**src/rtl/serial_adder.sv**
```systemverilog
// rtl/serial_adder.sv - bit-serial adder, LSB first, one bit per clock through one full adder cell
// Contains the 1-bit full adder cell and the serial_adder top.

module fulladder (
  input  logic a,
  input  logic b,
  input  logic ci,
  output logic s,
  output logic co
);
  assign s  = a ^ b ^ ci;
  assign co = (a & b) | (ci & (a ^ b));
endmodule

module serial_adder #(
  parameter int WIDTH = 8
) (
  input  logic             clk,
  input  logic             rst_n,
  input  logic             start,
  input  logic [WIDTH-1:0] a,
  input  logic [WIDTH-1:0] b,
  input  logic             cin,
  output logic             ready,
  output logic             done,
  output logic [WIDTH-1:0] sum,
  output logic             cout
);
  // Counter must be able to hold WIDTH itself so it never wraps on the last bit.
  localparam int CW = (WIDTH > 1) ? $clog2(WIDTH) + 1 : 1;

  typedef enum logic [1:0] {IDLE, RUN, DONE} state_t;

  state_t           state;
  logic [CW-1:0]    cnt;
  logic             carry;
  logic [WIDTH-1:0] a_sr;
  logic [WIDTH-1:0] b_sr;
  logic [WIDTH-1:0] res_sr;
  logic [WIDTH-1:0] res_next;
  logic             fa_s;
  logic             fa_c;

  fulladder u_fa (
    .a  (a_sr[0]),
    .b  (b_sr[0]),
    .ci (carry),
    .s  (fa_s),
    .co (fa_c)
  );

  // New sum bit enters at the MSB; after WIDTH shifts bit 0 sits at the LSB.
  assign res_next = (res_sr >> 1) | (WIDTH'(fa_s) << (WIDTH - 1));

  always_ff @(posedge clk) begin
    if (!rst_n) begin
      state  <= IDLE;
      ready  <= 1'b0;
      done   <= 1'b0;
      sum    <= '0;
      cout   <= 1'b0;
      cnt    <= '0;
      carry  <= 1'b0;
      a_sr   <= '0;
      b_sr   <= '0;
      res_sr <= '0;
    end else begin
      done <= 1'b0;
      case (state)
        IDLE: begin
          if (ready && start) begin
            a_sr  <= a;
            b_sr  <= b;
            carry <= cin;
            cnt   <= '0;
            state <= RUN;
            ready <= 1'b0;
          end else begin
            ready <= 1'b1;
          end
        end
        RUN: begin
          a_sr   <= a_sr >> 1;
          b_sr   <= b_sr >> 1;
          res_sr <= res_next;
          carry  <= fa_c;
          cnt    <= cnt + 1'b1;
          if (cnt == CW'(WIDTH - 1)) begin
            state <= DONE;
            sum   <= res_next;
            cout  <= fa_c;
            done  <= 1'b1;
          end
        end
        DONE: begin
          state <= IDLE;
          ready <= 1'b1;
        end
        default: begin
          state <= IDLE;
          ready <= 1'b0;
        end
      endcase
    end
  end
endmodule

```
**config.mk**
```make
export PLATFORM = sky130hd
export DESIGN_NAME = serial_adder
export DESIGN_NICKNAME = d
export VERILOG_FILES = /design/src/rtl/serial_adder.sv
export SDC_FILE = /design/constraint.sdc
export NUM_CORES = 1
export LEC_CHECK = 0
export CORE_MARGIN = 3
export CORE_UTILIZATION = 30
export CTS_CLUSTER_SIZE = 30
export DETAILED_ROUTE_END_ITERATION = 8
export PLACE_DENSITY = 0.47
export SLEW_MARGIN = 20
export SYNTH_ARGS = -nofsm -noshare
export SYNTH_HDL_FRONTEND = slang
export SYNTH_SLANG_ARGS = --single-unit
```
**constraint.sdc**
```tcl
create_clock -name clk -period 2.4 [get_ports clk]
set_input_delay 0.6 -clock clk [delete_from_list [all_inputs] [get_ports clk]]
set_output_delay 0.6 -clock clk [all_outputs]
set_load 0.005 [all_outputs]
```
After elaboration in Yosys (flattened, before gate mapping):

Index checks and enable logic that the tools add are counted.

* reduce and logical (&&, ||, !) cells: 7
* eq/ne operators: 5
* multiplexer cells: 14
* add/sub/neg operators: 1
* bitwise gates (word level): 6

Operators with widths (number)
* one-hot mux 8 bit (2 select lines): 2
* two-way mux 8 bit: 2
* OR 7 x 8 -> 8 bit: 1
* one-hot mux 4 bit (2 select lines): 1
* AND reduction 2 bit: 4
* adder 4 x 1 -> 4 bit (second input constant): 1
* == test 4 x 3 -> 1 bit (second input constant): 1
* two-way mux 2 bit: 2
* two-way mux 4 bit: 1
* inequality test 2 bit (second input constant): 2
* one-hot mux 2 bit (2 select lines): 1
* two-way mux 1 bit: 3
* one-hot mux 1 bit (3 select lines): 1
* AND 1 bit: 2
* == test 2 x 1 -> 1 bit (second input constant): 1
* == test 2 bit (second input constant): 1
* logical NOT 2 bit: 1
* one-hot mux 1 bit (2 select lines): 1
* nonzero test 2 bit: 1
* XOR 1 bit: 2
* logical AND 1 bit: 1
* OR 1 bit: 1

* output and inout bits: 11
* flip-flop bits (word level): 42
* word-level logic and storage cells: 43
* bits of input ports: 20

Logic depth before layout (Yosys ltp):

* depth in word-level cells: 4
* mapped depth: 5

Cells and area by module:

From an unflattened synthesis, not the netlist that was laid out.

* cells, all modules: 185
* area, all modules: 1783.0 um^2

By module, submodules not included
* serial_adder: cells each 184, sequential area each 820.8 um^2, area an instance 1762.9 um^2, instances 1
* fulladder: cells each 1, sequential area each 0.0 um^2, area an instance 20.0 um^2, instances 1

Worst setup path before layout:

No wires, ideal clock.

* path kind: input port to flip-flop
* from: input port start
* to: register a_sr[1]
* arrival: 1234 ps
* library setup time: 124 ps
* stages on the path: 5
* setup slack: 1042 ps
* data required time: 2276 ps
* buffers on the path: 2
* path through: and3b_1 > clkbuf_2 > buf_6 > o31ai_1 > a21oi_1

* longest elaborated chain between the ends: 3

RTL lines
* start: declaration: line 20 `input logic start,`
* logical AND 1 bit: line 71 `if (ready && start) begin`
* inequality test 2 bit (no line)
* AND reduction 2 bit (no line)
* end signal: assignment: line 83 `a_sr <= a_sr >> 1;`
* end: declaration: line 37 `logic [WIDTH-1:0] a_sr;`

Every way passes these cells.
A chain may end at the register's enable or synchronous reset.

Worst setup path in the final report:

* from: register ready
* to: output port ready

RTL lines
* start: declaration: line 24 `output logic ready,`
* start signal: assignment: line 58 `ready <= 1'b0;`
* start signal: assignment: line 77 `ready <= 1'b0;`
* start signal: assignment: line 79 `ready <= 1'b1;`

No word-level cell between the ends.

==> impl_results.md <==
- CP max-delay cell: clkdlybuf4s50_1
- Crit Path Max Fanout: 6
- RePlAce Congestion: approximately 0.73
- Count leader, synth: dfxtp_1
- Die extent in y: approximately 83 µm
- Die X-Extent: approximately 83 µm
- Vias in the first global route: around 1.4k
- N_diodes: 0
- Fillers: between 500 and 600
- Ys async rst share: 0%
- Endpoints failing hold: 0
- Worst min path class: register to register
- Post-synth EDFFs: 0
- Final Critical Period: roughly 1.8 ns
- Post-synthesis sequential area ratio: approximately 46%
- Share of cells above drive strength 1: between 7 and 8%
- Max Buffers Root-to-Sink: 2
- Status: finished clean
- Worst Skew: 0.00582 ns
- Fin util: approximately 40%
- Mapped Area: 1780 µm²
- Crit path buf inv count: 1
- Total track usage: between 10% and 20%
- Static leakage: 0.863 nW
- Sink Count: 41
- Critical path launch point type: register
- Maximum vdd drop: ~240 µV
- Largest cells by area after synthesis: dfxtp_1, mux2i_1, nand2_1
- Slew HR: between 50% and 60%
- Starting Density: a little under a third
- Final nets: about 230
- Via density: between 4 and 5
- Arrival @ worst endpoint: between 1 and 1.5 ns
- Worst-Margin Slew: 0.618 ns
- Critical path required time: 1.80 ns
- Overall Power: 0.00142 W
- Cells after synthesis: between 150 and 200
- First-pass GRT wire length: ~6.4 mm
- Seq. cell area: between 800 and 900 µm²
- Final worst path period share: between 70% and 80%
- Slowest stage delay, CP: between 0.5 and 0.6 ns
- H-tree depth: 2
- Synth Register Bits: 41
- Worst-Skew Late Latency: roughly 0.29 ns
- Area grow syn2layout: 23.4%
- Critical path's top delay family: buffers and inverters
- # DRC: 0
- # setup viols final: 0
- Synth top area share: 46.0%
- DRT Wirelength: roughly 3.8 mm
- Post-CTS Setup Bufs: 0
- Setup TNS: 0 ns
- Area of the multi-input gates: 857 µm²
- Top FF cell, synth: dfxtp_1
- Antenna violations before repair: 0
- Post-synth top area cell: dfxtp_1
- Final Max Tran Viols: 0
- Crit. End Element: primary output
- Library cells used by synthesis: 29
- Die footprint: 6900 µm²
- IO buf count: 30
- CTS Buf Count: 5
- Number of max-cap violations: 0
- Pre-Repair DR Iteration Count: 4
- Fmax: about 550 MHz
- Power per cell area: 644 nW/µm²
- Syn nets: about 210
- Post-synth top cells: dfxtp_1, nand2_1, mux2i_1
- Cell Rows: 27
- IO Pins: 31
- Via count: around 1.4k
- Post-route ant nets: 0
- Largest net degree at the start of global routing: 33
- Cell-by-cell trace of the critical path: clkdlybuf4s50_1
- # resized after CTS: 0
- Post-CTS Hold Buffers: 0
- HPWL Detailed: 2.56 mm
- Core area: 5640 µm²
- Number of synthesis warnings: 0
- Syn Area/Cell: just under 10 µm²
- Root buf cell: clkbuf_8
- Routed len/inst: between 10 and 15 µm
- Total congestion overflow: 0
- CTS tree: done
- Setup CP Type: register to primary output
- DRT iter0 DRCs: 51
- Reg clk slew, reported paths: about 0.080 ns
- RSZ-0062 raised after global routing: false
-- report_power, final --
| group | leakage (nW) | internal (W) | switching, W |
|---|---|---|---|
| combinational | 0.474 | 0.0000891 | 0.0000945 |
| clock | 0.0542 | 0.000260 | 0.000229 |
| sequential | 0.334 | 0.000718 | 0.0000249 |
| total | 0.863 | 0.00107 | 0.000349 |
-- cells in the final DEF, fill, tap and decap left out, drive strengths merged --
cell            n
a21boi         10
nor2b           1
or4             1
nand3b          1
clkbuf          7
nand2b          3
o311a           1
o21ai           1
fa              1
and2            2
o31ai          16
nand3           5
buf             4
and4bb          1
and3b           1
nor3            1
nand4bb         1
mux2i          24
nor2            1
xor2            1
nand2          38
ha              1
clkinv          1
dfxtp          41
a21oi          18
clkdlybuf4s50  30
-- registers in the layout (all words and copies together), names as in the netlist, 2 cells and up --
| register | count |
|---|---|
| a_sr | 8 |
| b_sr | 8 |
| sum | 8 |
| res_sr | 7 |
| cnt | 4 |
| state | 2 |
-- final timing paths --
| path | start | slack, ns | endpoint | cells past startpoint |
|---|---|---|---|---|
| min | sum[1] | 0.46 | sum[1] | 2 |
| max reg2reg | state[1] | 0.69 | state[0] | 4 |
| min reg2reg | sum[1] | 0.46 | sum[1] | 2 |
| max | ready | 0.58 | ready | 1 |
-- layout make-up --
cell class,count,share of cell area [%]
clock buffer,7,4.38
clock inverter,1,0.228
multi-input combinational,129,39.0
sequential,41,37.3
tap,72,4.10
timing repair buffer,34,15.0
-- layer usage --
layer / GRT usage [%] / part of all wire, % / vias up
li1: - / - / 702
met1: 14.1 / 49 / 621
met2: 17.9 / 45 / 33
met3: 3.67 / 4.9 / 4
met4: 4.90 / 0.76 / 0
met5: 0 / 0 / -
-- metrics by stage --
step	hold WS, ns	cell area, µm²	setup WS (ns)	instances
6_report	0.460	2200	0.578	284
5_1_grt	0.481	2200	0.521	284
4_1_cts	0.467	2200	0.561	284
3_5_place_dp	0.450	2100	0.355	276
3_3_place_gp	0.445	2100	0.442	276
2_1_floorplan	0.435	1780	1.04	185
-- cells by family after synthesis --
family / share of synthesized area [%]
AND/OR/NAND/NOR: 15.4
AO/OA/AOI/OAI: 16.8
flip-flops: 46.0
multiplexers: 13.5
buffers and inverters: 5.89
adder cells (fa/ha/maj): 1.82
XOR/XNOR: 0.491
Power figures use the tool's default switching activity.
